<file path="config.mk">
export PLATFORM = sky130hd
export DESIGN_NAME = uart_rx_edge_bit_sampler
export DESIGN_NICKNAME = d
export VERILOG_FILES = /design/src/rtl/uart_rx_edge_bit_sampler.sv
export SDC_FILE = /design/constraint.sdc
export NUM_CORES = 1
export LEC_CHECK = 0
export BUFFER_PORTS_ARGS = -buffer_cell sky130_fd_sc_hd__clkbuf_2
export CORE_ASPECT_RATIO = 1.4
export CORE_MARGIN = 2
export CORE_UTILIZATION = 50
export CTS_BUF_LIST = sky130_fd_sc_hd__clkbuf_8
export DETAILED_ROUTE_END_ITERATION = 12
export HOLD_SLACK_MARGIN = 0.06
export PLACE_DENSITY = 0.82
export SLEW_MARGIN = 20
export SYNTH_ARGS = -nofsm -noshare
export SYNTH_HDL_FRONTEND = slang
export SYNTH_SLANG_ARGS = --single-unit
</file>
<file path="constraint.sdc">
create_clock -name CLK -period 2.7 [get_ports CLK]
set_input_delay 0.54 -clock CLK [delete_from_list [all_inputs] [get_ports CLK]]
set_output_delay 0.54 -clock CLK [all_outputs]
set_load 0.05 [all_outputs]
</file>
<file path="src/rtl/uart_rx_edge_bit_sampler.sv">
// Oversampling timebase and majority-vote data sampler for the UART receiver.
// Tracks the position inside the current bit (Edge_Cnt) and the bit index
// inside the frame (Bit_Cnt), and produces a 3-sample majority-voted bit
// taken around the bit centre. Enable is the only mode control: while it is
// low the counters and sample registers are held clear, while Sampled_Bit
// keeps its last value.
// There is no handshake on this block; downstream stages read Sampled_Bit
// once Edge_Cnt reaches (Prescale >> 1) + 2 and use Bit_Done/Frame_Done as
// single-cycle strobes in the last cycle of a bit/frame.
module uart_rx_edge_bit_sampler #(
    parameter int FRAME_BITS = 11
) (
    input  logic       CLK,
    input  logic       RST,
    input  logic       Enable,
    input  logic       RX_IN,
    input  logic [7:0] Prescale,
    output logic [7:0] Edge_Cnt,
    output logic [3:0] Bit_Cnt,
    output logic       Sampled_Bit,
    output logic       Bit_Done,
    output logic       Frame_Done
);

    localparam logic [3:0] LAST_BIT = 4'(FRAME_BITS - 1);

    logic       r_sync1;
    logic       r_sync2;
    logic [7:0] r_edge_cnt;
    logic [3:0] r_bit_cnt;
    logic       r_s0;
    logic       r_s1;
    logic       r_sampled;

    logic [7:0] w_half;
    logic [7:0] w_last_edge;
    logic [7:0] w_s0_edge;
    logic [7:0] w_vote_edge;
    logic       w_edge_wrap;
    logic       w_bit_wrap;
    logic       w_vote;

    // H = floor(Prescale/2); the three samples straddle the bit centre.
    assign w_half      = {1'b0, Prescale[7:1]};
    assign w_last_edge = Prescale - 8'd1;
    assign w_s0_edge   = w_half - 8'd1;
    assign w_vote_edge = w_half + 8'd1;
    assign w_edge_wrap = (r_edge_cnt == w_last_edge);
    assign w_bit_wrap  = (r_bit_cnt == LAST_BIT);

    // Third vote is the live synchronised line, taken in the H+1 cycle.
    assign w_vote = (r_s0 & r_s1) | (r_s0 & r_sync2) | (r_s1 & r_sync2);

    // Two-flop synchroniser for the asynchronous line; idles high.
    always_ff @(posedge CLK) begin
        if (RST) begin
            r_sync1 <= 1'b1;
            r_sync2 <= 1'b1;
        end else begin
            r_sync1 <= RX_IN;
            r_sync2 <= r_sync1;
        end
    end

    // Edge and bit counters; bit counter advances only when the edge counter wraps.
    always_ff @(posedge CLK) begin
        if (RST) begin
            r_edge_cnt <= 8'd0;
            r_bit_cnt  <= 4'd0;
        end else if (!Enable) begin
            r_edge_cnt <= 8'd0;
            r_bit_cnt  <= 4'd0;
        end else if (w_edge_wrap) begin
            r_edge_cnt <= 8'd0;
            r_bit_cnt  <= w_bit_wrap ? 4'd0 : r_bit_cnt + 4'd1;
        end else begin
            r_edge_cnt <= r_edge_cnt + 8'd1;
        end
    end

    // Capture two samples at H-1 and H, vote at H+1; dropping Enable cancels a pending vote.
    always_ff @(posedge CLK) begin
        if (RST) begin
            r_s0      <= 1'b0;
            r_s1      <= 1'b0;
            r_sampled <= 1'b1;
        end else if (!Enable) begin
            r_s0      <= 1'b0;
            r_s1      <= 1'b0;
        end else begin
            if (r_edge_cnt == w_s0_edge) begin
                r_s0 <= r_sync2;
            end
            if (r_edge_cnt == w_half) begin
                r_s1 <= r_sync2;
            end
            if (r_edge_cnt == w_vote_edge) begin
                r_sampled <= w_vote;
            end
        end
    end

    assign Edge_Cnt    = r_edge_cnt;
    assign Bit_Cnt     = r_bit_cnt;
    assign Sampled_Bit = r_sampled;
    assign Bit_Done    = Enable & w_edge_wrap;
    assign Frame_Done  = Bit_Done & w_bit_wrap;

endmodule

</file>
# Word-level counts from Yosys, hierarchy flattened
# Index checks and enable logic that the tools add are counted.
# Widths: inputs -> output; s select.
[word_totals]
elab_cells = 29
output_inout_bits = 15
ff_bits = 17
[classes]
bitwise_logic = 8
addsub = 5
reduce_logical = 3
n_mux = 1
eq_ne = 5
[ops]
columns = ["operator", "count"]
rows = [
  ["$eq 8x8->1", 3],
  ["$add 7x1->8 const B", 1],
  ["$add 8x1->8 const B", 1],
  ["$eq 8x7->1", 1],
  ["$sub 7x1->8 const B", 1],
  ["$sub 8x1->8 const B", 1],
  ["$and 1x1->1", 5],
  ["$add 4x1->4 const B", 1],
  ["$eq 4x4->1 const B", 1],
  ["$mux 4", 1],
  ["$reduce_or 3->1", 1],
  ["$or 1x1->1", 2],
  ["$reduce_and 2->1", 1],
  ["$reduce_or 2->1", 1],
  ["$not 1->1", 1],
]

# Depth between registers and ports, before layout
# Gate-level depths: netlist of the first run.
[depth]
depth_word = 4
depth_mapped = 9
mapped_depth_nobuf = 7

# Worst setup path after synthesis of the first run
# Ideal clock, no wire load.
[synth_path]
kind = "input -> output"
start = "in Prescale[2]"
end = "out Bit_Done"
path_buffers = 2
arrival_time_ns = 2.544
path_stages = 9
path_slack_ns = -0.384
path_cell_list = "buf_2 -> inv_1 -> ha_1 -> a21boi_1 -> xnor2_1 -> nand4b_1 -> nor3_1 -> buf_2 -> and2_1"
[synth_between]
elab_chain_len = 3
[synth_rtl]
columns = ["element", "line_no", "rtl"]
rows = [
  ["start: declaration", "17", "input logic [7:0] Prescale,"],
  ["$sub 8x1->8", "45", "assign w_last_edge = Prescale - 8'd1;"],
  ["$eq 8x8->1", "48", "assign w_edge_wrap = (r_edge_cnt == w_last_edge);"],
  ["$and 1x1->1", "106", "assign Bit_Done = Enable & w_edge_wrap;"],
  ["end: declaration", "21", "output logic Bit_Done,"],
]
# No other way between the ends.

# Worst setup path in the final report of the first run
[layout_path]
start = "in Prescale[1]"
end = "out Frame_Done"
[layout_between]
elab_chain_len = 4
[layout_rtl]
columns = ["element", "line_no", "rtl"]
rows = [
  ["$sub 8x1->8", "45", ""],
  ["$eq 8x8->1", "48", ""],
  ["$and 1x1->1", "106", ""],
  ["$and 1x1->1", "107", "assign Frame_Done = Bit_Done & w_bit_wrap;"],
  ["end: declaration", "22", "output logic Frame_Done"],
]
# No other way between the ends.

==> impl_metrics.yaml, run 1 <==
run_status:
  status: "finished clean"
drt:
  vias_per_cell: 5.72
  first_iter_violations: 39
  antenna_left: 0
  avgRoutedWirePerCell_um: 14.3
  wl_met3_um: 154
  drc_errors: 0
  dr.pass1.iters: 4
  via_count: 1522
  met1_length_um: 1500
  top_layer: "met4"
  met2RoutedLength_um: 2040
  drt_wl_total_um: 3800
clock_network:
  max-clock-path-buffers: 2
  clk_latency_ns: 0.25
  htree_levels: 1
  clock_sinks: 17
  cts_tree: "built"
  cts.clk_slew.worst_paths_ns: 0.06
  cts_hold_buffers: 0
  cts-root-buf: "clkbuf_8"
  cts_buffers: 3
floorplanning:
  dieHeight_um: 68.5
  die_w_um: 50.1
  ios: 27
  row_count: 23
  start_util_pct: 52.2
  die_area_mm2: 0.00343
  core_mm2: 0.00285
power:
  clkPwrFrac_pct: 31.6
  p_comb_share_pct: 24.5
  peakVddDrop_mv: 0.347
  powerDensity_mw_per_mm2: 312
  seqPwrFrac_pct: 43.9
  power.leakage_uw: 0.000799
  internal_power_uw: 418
  switching_power_uw: 169
  switching_share_pct: 28.8
placed_design:
  place.gp.congestion: 0.930
  numPortBuffers: 26
  detailedPlacementHpwl_um: 2870
  dpl-instance-area_mm2: 0.00177
worst_setup_path:
  critPathLaunchType: "input pin"
  r2r_start: "Edge_Cnt[3]"
  r2r_slack_ns: 0.59
  cp.arrival_ns: 2.05
  required_ns: 2.16
  critPathBufInv: 3
  slowest_stage: "nor4b_2"
  crit_path_end_kind: "primary output"
  path_cells: "clkbuf_2, inv_2, ha_1, nor2b_2, nor4b_2, nor3_2, nor3_4, and3_4, buf_8"
  rr_worst_depth: 7
  cp_max_fo: 4
  critPathTopFamily: "simple AND/OR/NAND/NOR gates"
  max_stage_delay_ns: 0.29
  path_class: "input pin to primary output"
  reg2reg_to: "Bit_Cnt[3]"
logic_synthesis:
  ys_types: 48
  synth_area_leader_cell: "dfxtp_1"
  synth_nets: 207
  synthTopCellsByCount: "dfxtp_1 (17), nor3_1 (17), nand2_1 (15), xor2_1 (15), xnor2_1 (14)"
  synthCells: 190
  synth_top_area_share_pct: 22.9
  ys_top_cells_by_area: "dfxtp_1 (23%), xor2_1 (8.8%), xnor2_1 (8.2%)"
  syn_area_mm2: 0.00149
  synth_edf_count: 0
  synthArstFlopShare_pct: 0
  syn_avg_cell_area_um2: 7.83
  ys_seq_area_share_pct: 22.9
  synth_ff_type: "dfxtp_1"
  ys_ff_latch: 17
  ys_warn_count: 0
final_layout:
  area_delta_synth_final_pct: 26.5
  layout.nets: 247
  diodes: 0
  drive_gt1_share_pct: 31.4
  multi_input_area_mm2: 0.00112
  regArea_um2: 342
  post-route-util_pct: 66.1
  fillers: 257
  fin_area_mm2: 0.00188
global_routing:
  grt_pass1_vias: 1384
  grt_pass1_wl_um: 6230
  antenna_found_initial: 0
  grt-ovfl-total: 0
  grt_max_degree: 14
  globalRouteTotalUtil_pct: 23.3
timing:
  hold_viol: 0
  post-route-period-util_pct: 96.1
  fmax_mhz: 385
  setup_viol: 0
  drv_slew: 0
  skew_ns: 0.00478
  relSlewSlack_pct: 70.3
  tightest_slew_ns: 0.445
  period_needed_ns: 2.59
hold_path:
  hold_depth: 1
  min_to: "r_sync2"
  hold_start: "r_sync1"
  hold_path.class: "flop to flop"
job:
  max_cap_violations: 0
-- state kept, by name, indices dropped and copies added (netlist names) --
register and cells:
Sampled_Bit 1, Edge_Cnt 8, r_s1 1, r_s0 1, Bit_Cnt 4, r_sync2 1
r_sync1 1
-- cells in the final DEF, fill, tap and decap left out, drive strengths merged, types with 4 or more instances in the layout --
cell type / count
inv: 6
ha: 5
dfxtp: 17
nor3: 17
and3: 6
nor2: 9
a21oi: 6
nand3: 8
nor4: 6
or2: 4
xor2: 15
clkbuf: 27
nor2b: 5
nand2: 15
xnor2: 14
buf: 24
-- per-layer routing --
layer  track usage (%)  vias up
met5                 0        -
met4              9.72        0
met3              1.51       10
met2              43.1       38
met1              27.7      721
li1                  -      753
-- how the worst max path moves through the flow --
stage / cells past startpoint / to / slack, ns / from
after detailed placement: 9 / Frame_Done / -0.09 / Prescale[1]
after global routing: 9 / Frame_Done / -0.03 / Prescale[1]
after global placement: 9 / Frame_Done / 0.002 / Prescale[1]
final: 9 / Frame_Done / 0.11 / Prescale[1]
after CTS: 9 / Frame_Done / 0.005 / Prescale[1]
after floorplan: 9 / Bit_Done / 0.04 / Prescale[2]
-- cell families (layout without fill, tap and decap cells) --
group | Yosys count | in the layout | share of synthesized area, %
adders and majority gates | 6 | 6 | 4.88
buffers and inverters | 18 | 57 | 5.97
AOI/OAI and AO/OA | 24 | 24 | 11.2
xor gates and xnor gates | 29 | 29 | 17.1
DFF | 17 | 17 | 22.9
and+or+nand+nor | 93 | 93 | 36.0
muxes | 3 | 3 | 2.02
-- power by group through the flow --
stage / combinational, µW / clock [µW] / sequential [µW]
after floorplan: 83.1 / 0 / 268
after global placement: 132 / 0 / 263
after detailed placement: 134 / 0 / 264
after CTS: 135 / 186 / 258
after global routing: 157 / 199 / 258
final: 144 / 186 / 258
-- layout make-up --
cell class / instances / share of cell area, %
Clock buffer: 3 / 2.19
Clock inverter: 1 / 0.199
Inverter: 5 / 0.997
Multi-Input combinational cell: 155 / 59.4
Sequential cell: 17 / 18.2
Tap cell: 37 / 2.46
Timing Repair Buffer: 48 / 16.6
-- through the flow --
step | setup slack (ns) | total power, µW | hold WS, ns | setup TNS (ns) | cells
finish | 0.106 | 588 | 0.413 | 0 | 266
global route | -0.0339 | 614 | 0.431 | -0.0422 | 266
CTS | 0.00513 | 579 | 0.419 | 0 | 264
detailed placement | -0.0910 | 398 | 0.401 | -0.145 | 260
global placement | 0.00227 | 395 | 0.395 | 0 | 260
floorplan | 0.0424 | 351 | 0.389 | 0 | 190
-- what timing repair did --
action,4_1_cts,5_1_grt
setup endpoints to repair,2,2
buffers inserted,0,2
pin swaps,1,5
gates resized for setup,4,12
(Power assumes the default switching activity.)
==> inputs of run 2 (changes only) <==
--- a/config.mk
+++ b/config.mk
@@ -12,6 +12,7 @@
 export CTS_BUF_LIST = sky130_fd_sc_hd__clkbuf_8
 export DETAILED_ROUTE_END_ITERATION = 12
 export HOLD_SLACK_MARGIN = 0.06
+export MAX_ROUTING_LAYER = met4
 export PLACE_DENSITY = 0.82
 export SLEW_MARGIN = 20
 export SYNTH_ARGS = -nofsm -noshare
==> impl_metrics.yaml, run 2 (synthesis gave the netlist of run 1 again) <==
run_status:
  status: "finished clean"
drt:
  avgRoutedWirePerCell_um: 14.3
  drt_wl_total_um: 3810
  dr.pass1.iters: 4
  via_count: 1534
  first_iter_violations: 38
  vias_per_cell: 5.77
  drc_errors: 0
  antenna_left: 0
clock_network:
  cts_tree: "built"
  max-clock-path-buffers: 2
  cts.clk_slew.worst_paths_ns: 0.06
  clk_latency_ns: 0.25
  htree_levels: 1
  cts_buffers: 3
  cts-root-buf: "clkbuf_8"
  clock_sinks: 17
  cts_hold_buffers: 0
timing:
  whs_ns: 0.417
  hold_viol: 0
  relSlewSlack_pct: 69.8
  skew_ns: 0.00462
  setup_viol: 0
  setup_slack_ns: 0.110
  tightest_slew_ns: 0.453
  post-route-period-util_pct: 95.9
  period_needed_ns: 2.59
  fmax_mhz: 386
  drv_slew: 0
worst_setup_path:
  crit_path_end_kind: "primary output"
  r2r_start: "Edge_Cnt[3]"
  reg2reg_to: "Bit_Cnt[3]"
  cp.arrival_ns: 2.05
  path_class: "input pin to primary output"
  cp_max_fo: 4
  r2r_slack_ns: 0.58
  rr_worst_depth: 7
  critPathLaunchType: "input pin"
  required_ns: 2.16
floorplanning:
  core_mm2: 0.00285
  die_area_mm2: 0.00343
  start_util_pct: 52.2
  ios: 27
  dieHeight_um: 68.5
  die_w_um: 50.1
  row_count: 23
final_layout:
  layout.nets: 247
  instances_no_fill: 266
  area_delta_synth_final_pct: 26.4
  drive_gt1_share_pct: 31.0
  diodes: 0
  final_common_cell: "clkbuf_2"
  largest_register_ffs: 8
  final_cell_mix: "clkbuf_2 (24), buf_4 (22), dfxtp_1 (17)"
placed_design:
  detailedPlacementHpwl_um: 2870
  post-place-ws_ns: -0.0910
  dpl.cell_count: 260
  place.gp.congestion: 0.946
  numPortBuffers: 26
power:
  power.leakage_uw: 0.000798
  peakVddDrop_mv: 0.348
  powerDensity_mw_per_mm2: 313
  p_total_uw: 588
  seqPwrFrac_pct: 43.9
  switching_power_uw: 169
  internal_power_uw: 418
  p_comb_share_pct: 24.5
  switching_share_pct: 28.8
  clkPwrFrac_pct: 31.6
hold_path:
  hold_path.class: "flop to flop"
  hold_depth: 1
  min_to: "r_sync2"
  hold_start: "r_sync1"
global_routing:
  grt_max_degree: 14
  globalRouteTotalUtil_pct: 23.8
  antenna_found_initial: 0
  grt-ovfl-total: 0
  grt_pass1_vias: 1381
  grt_pass1_wl_um: 6210
job:
  max_cap_violations: 0
## run 2: layout make-up
cell class	count	area [µm²]
timing repair buffer	48	312
clock buffer	3	41.3
clock inverter	1	3.75
tap	37	46.3
inverter	5	18.8
multi-input combinational	155	1120
fill	258	968
sequential	17	340
## run 2: power by group through the flow
stage / clock [µW] / sequential, µW / combinational [µW]
2_1_floorplan: 0 / 268 / 83.1
6_report: 186 / 258 / 144
4_1_cts: 186 / 258 / 135
3_5_place_dp: 0 / 264 / 134
5_1_grt: 199 / 258 / 157
3_3_place_gp: 0 / 263 / 132
## run 2: critical path, cell delays in order
cell and delay [ns]:
clkbuf_2 0.10, inv_2 0.05, ha_1 0.19, nor2b_2 0.18
nor4b_2 0.29, nor3_2 0.11, nor3_4 0.23, and3_4 0.22
buf_8 0.14
## run 2: how the worst max path moves through the flow
stage,start,endpoint,slack [ns],cells after the start
after global routing,Prescale[1],Frame_Done,-0.03,9
after floorplan,Prescale[2],Bit_Done,0.04,9
after CTS,Prescale[1],Frame_Done,0.005,9
after detailed placement,Prescale[1],Frame_Done,-0.09,9
after global placement,Prescale[1],Frame_Done,0.002,9
final,Prescale[1],Frame_Done,0.11,9
## run 2: routing by layer
layer	wire, µm	global-route usage (%)	part of all wire (%)
met5	0	-	0
met4	96	9.72	2.5
met3	187	1.51	4.9
met2	2000	42.9	52
met1	1530	27.4	40
## run 2: what timing repair did
| action | in CTS | in global routing |
|---|---|---|
| pin swaps | 1 | 5 |
| setup buffers | 0 | 2 |
| endpoints found under the setup margin | 2 | 2 |
| gates resized for setup | 4 | 11 |
## run 2: stage by stage
| step | utilization, % | TNS, ns | instance area (µm²) |
|---|---|---|---|
| 3_3_place_gp | 62.0 | 0 | 1770 |
| 3_5_place_dp | 62.0 | -0.145 | 1770 |
| 2_1_floorplan | - | 0 | 1510 |
| 4_1_cts | 64.1 | 0 | 1830 |
| 5_1_grt | 66.0 | -0.0422 | 1880 |
| 6_report | 66.0 | 0 | 1880 |
